## config.mk

```make
export PLATFORM = sky130hd
export DESIGN_NAME = perf_cntr_mc
export DESIGN_NICKNAME = d
export VERILOG_FILES = /design/src/rtl/perf_cntr_mc.sv
export SDC_FILE = /design/constraint.sdc
export NUM_CORES = 1
export LEC_CHECK = 0
export CELL_PAD_IN_SITES_DETAIL_PLACEMENT = 2
export CELL_PAD_IN_SITES_GLOBAL_PLACEMENT = 2
export CORE_MARGIN = 2
export CORE_UTILIZATION = 35
export CTS_CLUSTER_SIZE = 8
export DETAILED_ROUTE_END_ITERATION = 6
export DONT_BUFFER_PORTS = 1
export GPL_TIMING_DRIVEN = 1
export PLACE_DENSITY = 0.8
export SLEW_MARGIN = 20
export SYNTH_ARGS = -nofsm -noshare
export SYNTH_HDL_FRONTEND = slang
export SYNTH_SLANG_ARGS = --single-unit
export TNS_END_PERCENT = 10
```

## constraint.sdc

```tcl
create_clock -name clk_i -period 2.7 [get_ports clk_i]
set_input_delay 0.675 -clock clk_i [delete_from_list [all_inputs] [get_ports clk_i]]
set_output_delay 0.675 -clock clk_i [all_outputs]
set_load 0.03 [all_outputs]
```

## src/rtl/perf_cntr_mc.sv

```systemverilog
// perf_cntr_mc: multi-channel memory-mapped performance counters.
// Optional macro PERF_SNAPSHOT_EN: HI returns a shadow latched on LO read.
module perf_cntr_mc #(
    parameter int NUM_CH = 4,
    parameter int CNT_W  = 64,
    parameter int ADDR_W = 8
) (
    input  logic              clk_i,
    input  logic              rst_i,
    input  logic [ADDR_W-1:0] addr_i,
    input  logic [31:0]       wdata_i,
    input  logic              w_en_i,
    input  logic [NUM_CH-1:0] event_i,
    output logic [31:0]       rdata_o
);

    localparam int CH_W = ADDR_W - 4;

    localparam logic [1:0] REG_CTRL = 2'd0;
    localparam logic [1:0] REG_LO   = 2'd1;
    localparam logic [1:0] REG_HI   = 2'd2;

    localparam logic [1:0] MODE_CLEAR = 2'd0;
    localparam logic [1:0] MODE_CYCLE = 2'd1;
    localparam logic [1:0] MODE_EVENT = 2'd2;

    logic [CH_W-1:0] ch_sel;
    logic [1:0]      reg_sel;

    logic [NUM_CH-1:0]            hit;
    logic [NUM_CH-1:0]            ctrl_wr;
    logic [NUM_CH-1:0]            inc;
    logic [NUM_CH-1:0]            wrap;
    logic [NUM_CH-1:0][CNT_W-1:0] cnt_q, cnt_d;
    logic [NUM_CH-1:0][1:0]       mode_q, mode_d;
    logic [NUM_CH-1:0]            ovf_q, ovf_d;
    logic [31:0]                  rdata_q, rdata_d;
    logic [63:0]                  cnt_ext;
`ifdef PERF_SNAPSHOT_EN
    logic [NUM_CH-1:0][31:0]      shadow_q, shadow_d;
`endif

    logic unused_ok;
    assign unused_ok = ^{addr_i[1:0], wdata_i[31:2]};

    assign ch_sel  = addr_i[ADDR_W-1:4];
    assign reg_sel = addr_i[3:2];
    assign rdata_o = rdata_q;

    // Channel select; indices beyond NUM_CH match nothing.
    always_comb begin
        hit     = '0;
        ctrl_wr = '0;
        for (int i = 0; i < NUM_CH; i++) begin
            hit[i]     = (int'(ch_sel) == i);
            ctrl_wr[i] = hit[i] && w_en_i && (reg_sel == REG_CTRL);
        end
    end

    // Counter, mode and sticky overflow next-state; a CTRL write beats a wrap.
    always_comb begin
        cnt_d  = cnt_q;
        mode_d = mode_q;
        ovf_d  = ovf_q;
        inc    = '0;
        wrap   = '0;
        for (int i = 0; i < NUM_CH; i++) begin
            inc[i]  = (mode_q[i] == MODE_CYCLE)
                   || ((mode_q[i] == MODE_EVENT) && event_i[i]);
            wrap[i] = inc[i] && (&cnt_q[i]);
            if (mode_q[i] == MODE_CLEAR) begin
                cnt_d[i] = '0;
            end else if (inc[i]) begin
                cnt_d[i] = cnt_q[i] + CNT_W'(1);
            end
            if (wrap[i]) begin
                ovf_d[i] = 1'b1;
            end
            if (ctrl_wr[i]) begin
                mode_d[i] = wdata_i[1:0];
                ovf_d[i]  = 1'b0;
            end
        end
    end

    // Read mux for the addressed register; LO read also feeds the shadow.
    always_comb begin
        rdata_d = '0;
        cnt_ext = '0;
`ifdef PERF_SNAPSHOT_EN
        shadow_d = shadow_q;
`endif
        for (int i = 0; i < NUM_CH; i++) begin
            if (hit[i]) begin
                cnt_ext = 64'(cnt_q[i]);
                unique case (reg_sel)
                    REG_CTRL: rdata_d = {29'b0, ovf_q[i], mode_q[i]};
                    REG_LO: begin
                        rdata_d = cnt_ext[31:0];
`ifdef PERF_SNAPSHOT_EN
                        shadow_d[i] = cnt_ext[63:32];
`endif
                    end
`ifdef PERF_SNAPSHOT_EN
                    REG_HI:   rdata_d = shadow_q[i];
`else
                    REG_HI:   rdata_d = cnt_ext[63:32];
`endif
                    default:  rdata_d = '0;
                endcase
            end
        end
    end

    // State registers; reset overrides writes and events.
    always_ff @(posedge clk_i) begin
        if (rst_i) begin
            cnt_q   <= '0;
            mode_q  <= '0;
            ovf_q   <= '0;
            rdata_q <= '0;
`ifdef PERF_SNAPSHOT_EN
            shadow_q <= '0;
`endif
        end else begin
            cnt_q   <= cnt_d;
            mode_q  <= mode_d;
            ovf_q   <= ovf_d;
            rdata_q <= rdata_d;
`ifdef PERF_SNAPSHOT_EN
            shadow_q <= shadow_d;
`endif
        end
    end

endmodule

```

======== Word level (Yosys, flattened, before mapping) ========
Index checks and enable logic that the tools add are counted.
storage, ports and cells
  latch bits .............................. 0
  logic and storage cells ................. 76
  memory bits (read-only) ................. 0
  flip-flop bits (word level) ............. 300
  output and inout bits ................... 32
  memory bits (writable) .................. 0
  bits of input ports ..................... 47
  memories ................................ 0
operators by class
  reduce and logical (&&, ||, !) cells .... 38
  divide/modulo/power cells ............... 0
  equality and inequality tests ........... 13
  magnitude comparators ................... 0
  multipliers ............................. 0
  muxes and demuxes ....................... 8
  $add $sub $neg .......................... 4
  shifts and indexed selects .............. 0
  bitwise operators ....................... 0
operator list
  operator                                                         number
  32-bit case mux with 3 select lines                              4
  64-bit by 1-bit adder with 64-bit output, second input constant  4
  64-bit AND reduction                                             4
  32-bit 2-to-1 mux                                                4
  1-bit logical AND                                                16
  2-bit OR reduction                                               8
  2-bit by 1-bit == test with 1-bit output, second input constant  5
  2-bit == test, second input constant                             5
  2-bit logical NOT                                                5
  4-bit by 3-bit == test with 1-bit output, second input constant  2
  4-bit by 2-bit == test with 1-bit output, second input constant  1
  4-bit logical NOT                                                1
  1-bit logical OR                                                 4

======== Longest topological paths before layout ========
Gate-level depths: netlist (run 1).
  depth after elaboration ................. 6
  mapped depth ............................ 9
  mapped depth without buffers ............ 6

======== Least setup slack after synthesis (run 1) ========
OpenSTA, ideal clock, no wires.
  path type ............................... input -> register
  start point ............................. in event_i[0]
  end point ............................... reg cnt_q[60] (netlist bit)
  setup time .............................. 0.132 ns
  stages on the path ...................... 7
  setup slack ............................. 0.195 ns
  required time ........................... 2.568 ns
  arrival ................................. 2.373 ns
  buffers on the path ..................... 2
  cells stage by stage .................... and3b_1 clkbuf_1 o2111ai_1 or3_1 clkbuf_1 o41ai_1 a21oi_1
between the ends
  word-level cells in the longest chain between the ends .. 2
ends and longest elaborated chain
  what                    RTL line  RTL
  start: declaration      13        input logic [NUM_CH-1:0] event_i,
  1-bit logical AND       69        || ((mode_q[i] == MODE_EVENT) && event_i[i]);
  1-bit logical OR        69
  end signal: assignment  126       cnt_q <= cnt_d;
  end: declaration        34        logic [NUM_CH-1:0][CNT_W-1:0] cnt_q, cnt_d;
No other way between the ends.
A chain may end at the register's enable or synchronous reset.

======== Final worst setup path (run 1) ========
  start point ............................. reg cnt_q[18] (netlist bit)
  end point ............................... reg cnt_q[59] (netlist bit)
between the ends
  word-level cells in the longest chain between the ends .. 1
ends and longest elaborated chain
  what                                      RTL line  RTL
  64-bit by 1-bit adder with 64-bit output  74        cnt_d[i] = cnt_q[i] + CNT_W'(1);
No other way between the ends.

==> results.toml, run 1 <==
[synthesis]
postSynthAreaPerCell_um2 = 7.97
netlist_area_um2 = 15700
synth_top_family_by_area = "simple AND/OR/NAND/NOR gates"
async_flop_share_pct = 0
synth-compound-area-share_pct = 21.3
synth_fa_ha_area_share_pct = 0.320
syn_inst = 1966
ys_types = 58
yosys.area_share.simple_pct = 28.3
ys_top_cells_by_area = "dfxtp_1 (38%), a21oi_1 (6.7%), nor2_1 (4.5%)"
synthMuxAreaShare_pct = 1.41
ys_warn_count = 0
yosysMostFrequentCell = "dfxtp_1"
synth_top_area_share_pct = 38.4
seq_area_frac_synth_pct = 38.4
yosys-top-cells-count = "dfxtp_1 (300), a21oi_1 (210), nor2_1 (188), clkbuf_1 (110), nand2_1 (107)"
synthXorXnorAreaFrac_pct = 6.38
synth_enable_flop_cells = 0
post-synth-top-area-cell = "dfxtp_1"
ys_ff_latch = 300
synth_ff_type = "dfxtp_1"
syn_nets = 2017

[worst_setup_path]
required_ns = 3.18
r2r_setup_slack_ns = 0.10
crit_slowest_cell = "or4_4"
critPathMostFrequentCell = "or4_4"
startpoint = "cnt_q[18]"
start_kind = "flop"
path_max_fanout = 29
reg2reg_from = "cnt_q[18]"
timing.rr.end = "cnt_q[59]"
cpPeakStageDelay_ns = 0.67
endpoint_kind = "flop"
crit_cells = 5
critPathKind = "reg2reg"
r2r_cells = 5
path_buf_inv = 0
crit_path_cell_trace = "nand4_2, or4_4, or4_4, or4_1, a21oi_1"
endpoint = "cnt_q[59]"
worst_path_dominant_cell_family = "simple AND/OR/NAND/NOR gates"
cp.arrival_ns = 3.08

[global_routing]
grt_remaining_overflow = 0
grt_usage_pct = 27.3
grt_pass1_vias = 17375
grt_pass1_wl_um = 101000
grt_antenna_before_repair = 0
grt_max_degree = 64

[floorplanning]
core_um2 = 44200
die_y_um = 216
start_util_pct = 35.4
row_count = 77
die_x_um = 216
die_area_um2 = 46500
ioPinCount = 79

[layout]
nNetsFinal = 2044
num_antenna_cells = 0
multi_input_area_um2 = 9110
seq_area_um2 = 6010
syn2layout_area_growth_pct = 14.9
fill_cells = 4930
drive_gt1_share_pct = 9.37
layout.cells.non_filler = 2587

[clock_tree]
root_buffer = "clkbuf_16"
clk_pin_slew_ns = 0.05
ctsHtreeMaxLevel = 2
clock_path_buffers = 3
cts_setup_buffers = 0
cts_num_sinks = 300
cts_tree = "done"
worstSkewPairLatency_ns = 0.57
cts_inserted_buffers = 43

[timing]
skew_ns = 0.0130
slew_violations = 0
final_critical_path_setup_slack_ns = 0.103
worst_hold_slack_ns = 0.196
hold_violations = 0
setup_viol = 0
slew_headroom_pct = 49.4
tns_ns = 0
tightest_slew_ns = 0.753
rsz0062_at_grt = "false"
post-route-period-util_pct = 96.2
timing.fmax_mhz = 385
finalWorstPathRequiredPeriod_ns = 2.60

[run_status]
status = "completed"

[routing]
drtAntennaViolNets = 0
drt_iter0_drc = 1041
num_vias = 16149
drt_first_pass_iters = 5
wl_per_cell_um = 24.9
drcViolationCount = 0
drt_wl_total_um = 64500
vias_per_cell = 6.24

[placement]
dpl_worst_slack_ns = 0.0645
dp_hpwl_um = 45700
gp_congestion = 0.895
portBuffers = 0
dpl.cell_count = 2540

[power_and_ir_drop]
vdd_drop_max_uv = 369
p_leak_uw = 0.00488
cellPowerDensity_nw_per_um2 = 534

[min_path]
hp-start = "rst_i"
hp-class = "in2reg"

[flow_run]
max_cap_viol_count = 0
[what timing repair did]
item,in CTS,in global routing
resized for setup,0,5
endpoints found under the setup margin,0,11
hold buffers,0,0
[logic make-up (layout without fill, tap and decap cells)]
logic type,count (synthesis),after routing
buf+inv,163,192
simple gates,817,817
mux,22,22
compound gates,546,546
flops,300,300
xor+xnor,114,114
fa+ha+maj,4,4
[how the worst min path moves through the flow]
stage,endpoint,slack (ns),depth (start not counted)
final,rdata_o[6],0.20,1
after global routing,cnt_q[0],0.18,1
after CTS,rdata_o[4],0.17,1
after detailed placement,ovf_q[1],0.44,2
after global placement,ovf_q[1],0.43,2
after floorplan,ovf_q[1],0.42,2
[metal layers]
metal  GRT usage (%)  routed length (µm)  vias up
li1                -                   -     7414
met1            33.5               27300     8257
met2            47.8               31600      349
met3            3.90                2960      129
met4            11.5                2590        0
met5               0                   0        -
[sequential cells by signal (all words and copies together), names as in the netlist]
name	count
cnt_q	256
rdata_o	32
mode_q	8
ovf_q	4
[cell type report]
class,count,share of cell area (%)
clock buffer,46,6.28
sequential,300,33.4
timing repair buffer,106,4.77
multi-input combinational,1503,50.6
clock inverter,1,0.0278
inverter,39,0.814
tap,592,4.12
[cell usage in the layout (no fill, tap or decap), types with 4 or more instances in the layout]
master and instances:
dfxtp_1 300, a21oi_1 210, nor2_1 186, nand2_1 107, o21ai_0 103, buf_4 101
nand4_1 98, nand3_1 95, a22oi_1 92, or3_1 88, xnor2_1 66, or4_1 49
xor2_1 48, clkbuf_16 45, nor4_1 44, o31ai_1 40, inv_1 39, o22ai_1 33
and3_1 30, nor3_1 25, a221oi_1 25, mux2i_1 21, and4_1 18, or2_2 13
and2_1 11, nand2b_1 10, o211ai_1 7, nor4_2 6, nand4b_1 6, nand3b_1 5
nor2b_1 5, nor4b_1 5, buf_12 5, a211oi_1 4, o2111ai_1 4, a22o_1 4
a2bb2oi_1 4, ha_1 4
[power breakdown]
group / total [µW] / switching (µW) / leakage, µW / internal [µW]
clock network: 4920 / 2010 / 0.000560 / 2900
logic: 233 / 161 / 0.00191 / 71.7
registers: 4460 / 15.0 / 0.00242 / 4440
[worst reg2reg max path, cell delays in order (launching register included)]
cell	delay, ns
dfxtp_1	0.39
nand4_2	0.16
or4_4	0.57
or4_4	0.67
or4_1	0.56
a21oi_1	0.17
[metrics by stage]
| step | power, µW | util, % | instance area [µm²] |
|---|---|---|---|
| 2_1_floorplan | 4690 | - | 15700 |
| 3_3_place_gp | 4760 | 38.1 | 16800 |
| 3_5_place_dp | 4770 | 38.1 | 16800 |
| 4_1_cts | 9710 | 40.6 | 18000 |
| 5_1_grt | 9890 | 40.7 | 18000 |
| 6_report | 9600 | 40.7 | 18000 |
Note: power is estimated with default switching activity, not from simulation.
==> inputs of run 2 (changes only) <==
- CELL_PAD_IN_SITES_DETAIL_PLACEMENT: 2 -> default
- CELL_PAD_IN_SITES_GLOBAL_PLACEMENT: 2 -> default
- CTS_BUF_LIST: default -> sky130_fd_sc_hd__clkbuf_4 sky130_fd_sc_hd__clkbuf_8 sky130_fd_sc_hd__clkbuf_16
- PLACE_DENSITY: 0.8 -> 0.56
==> results.toml, run 2 (synthesis gave the netlist of run 1 again) <==
[flow_run]
max_cap_viol_count = 0

[clock_tree]
root_buffer = "clkbuf_16"
cts_setup_buffers = 0
cts_tree = "done"
cts_num_sinks = 300
cts_inserted_buffers = 43
ctsHoldBuffers = 0
worstSkewPairLatency_ns = 0.57
postCtsResizedCells = 0
clk_pin_slew_ns = 0.05
ctsHtreeMaxLevel = 2
clock_path_buffers = 3

[placement]
dp_hpwl_um = 37200
dpl.cell_count = 2520
portBuffers = 0
gp_congestion = 0.880

[power_and_ir_drop]
power.total_uw = 9520
pwr-share-clk_pct = 50.9
seqPwrFrac_pct = 46.8
vdd_drop_max_uv = 380
p_int_uw = 7390
p_leak_uw = 0.00476
switching_share_pct = 22.4
cellPowerDensity_nw_per_um2 = 534
power_switching_uw = 2130
pwr-share-comb_pct = 2.2

[worst_setup_path]
endpoint = "cnt_q[42]"
crit_slowest_cell = "or4_1"
path_max_fanout = 8
r2r_setup_slack_ns = 0.18
reg2reg_from = "cnt_q[18]"
critPathKind = "reg2reg"
cpPeakStageDelay_ns = 0.52
crit_path_cell_trace = "nand4_2, buf_4, or4_1, or3_1, buf_4, or3_1, a21oi_1"
required_ns = 3.18
endpoint_kind = "flop"
cp.arrival_ns = 3.01
path_buf_inv = 2
timing.rr.end = "cnt_q[42]"
crit_cells = 7
worst_path_dominant_cell_family = "simple AND/OR/NAND/NOR gates"
start_kind = "flop"
r2r_cells = 7
startpoint = "cnt_q[18]"

[timing]
slew_headroom_pct = 52.2
worst_hold_slack_ns = 0.191
rsz0062_at_grt = "false"
skew_ns = 0.0207
hold_violations = 0
finalWorstPathRequiredPeriod_ns = 2.52
tns_ns = 0
slew_violations = 0
timing.fmax_mhz = 397
tightest_slew_ns = 0.717
setup_viol = 0
post-route-period-util_pct = 93.4

[floorplanning]
row_count = 77
die_x_um = 216
start_util_pct = 35.4
die_area_um2 = 46500
ioPinCount = 79
die_y_um = 216
core_um2 = 44200

[layout]
top_register = "cnt_q"
seq_area_um2 = 6010
num_antenna_cells = 0
drive_gt1_share_pct = 8.16
layout.cells.non_filler = 2565
largest_reg_flops = 256
fill_cells = 4497
multi_input_area_um2 = 9090
layout_common_cells = "dfxtp_1 (300), a21oi_1 (210), nor2_1 (188)"
nNetsFinal = 2024
syn2layout_area_growth_pct = 13.8
final_common_cell = "dfxtp_1"

[routing]
drt_first_pass_iters = 5
vias_per_cell = 6.04
num_vias = 15485
drt_iter0_drc = 1625
drt_wl_total_um = 52600
drcViolationCount = 0
wl_per_cell_um = 20.5
drtAntennaViolNets = 0

[global_routing]
grt_remaining_overflow = 0
grt_antenna_before_repair = 1
grt_pass1_vias = 14169
grt_usage_pct = 22.2
grt_max_degree = 64
grt_pass1_wl_um = 82000

[min_path]
hp-class = "in2reg"

[run_status]
status = "completed"
-- run 2: cell types whose count changed in the layout (fill, tap and decap cells not counted), sizes merged --
cell	change
buf	-20
clkbuf	-3
bufinv	+1
clkinv	-1
inv	+1
-- run 2: worst min-delay path by stage --
stage               slack [ns]      from     endpoint  cells after the start
finish                    0.19     rst_i  rdata_o[16]                      1
CTS                       0.16     rst_i     cnt_q[1]                      1
global route              0.18     rst_i  rdata_o[11]                      1
detailed placement        0.44  ovf_q[1]     ovf_q[1]                      2
global placement          0.44  ovf_q[1]     ovf_q[1]                      2
floorplan                 0.42  ovf_q[1]     ovf_q[1]                      2
-- run 2: final cells by class --
| class | instances | area share (%) |
|---|---|---|
| multi-input combinational | 1503 | 51.0 |
| tap | 592 | 4.16 |
| timing repair buffer | 86 | 4.04 |
| inverter | 39 | 0.822 |
| clock inverter | 2 | 0.218 |
| clock buffer | 43 | 6.04 |
| sequential | 300 | 33.7 |
-- run 2: power by group through the flow --
stage	Sequential [µW]	Clock, µW	Combinational, µW
after floorplan	4540	0	149
after global placement	4550	0	205
after detailed placement	4550	0	207
after CTS	4460	4960	208
after global routing	4450	5110	225
final	4460	4850	214
-- run 2: metal layers --
layer	part of all wire [%]	global-route usage [%]	vias up
met5	0	0	-
li1	-	-	7384
met1	44	29.8	7469
met3	7.1	4.20	89
met2	46	35.5	543
met4	3.1	8.05	0
-- run 2: metrics by stage --
stage | utilization (%) | instance area [µm²] | setup WS [ns]
detailed placement | 37.8 | 16700 | 0.180
floorplan | - | 15700 | 0.195
global placement | 37.8 | 16700 | 0.182
CTS | 40.3 | 17800 | 0.170
finish | 40.3 | 17800 | 0.178
global route | 40.3 | 17800 | 0.00919
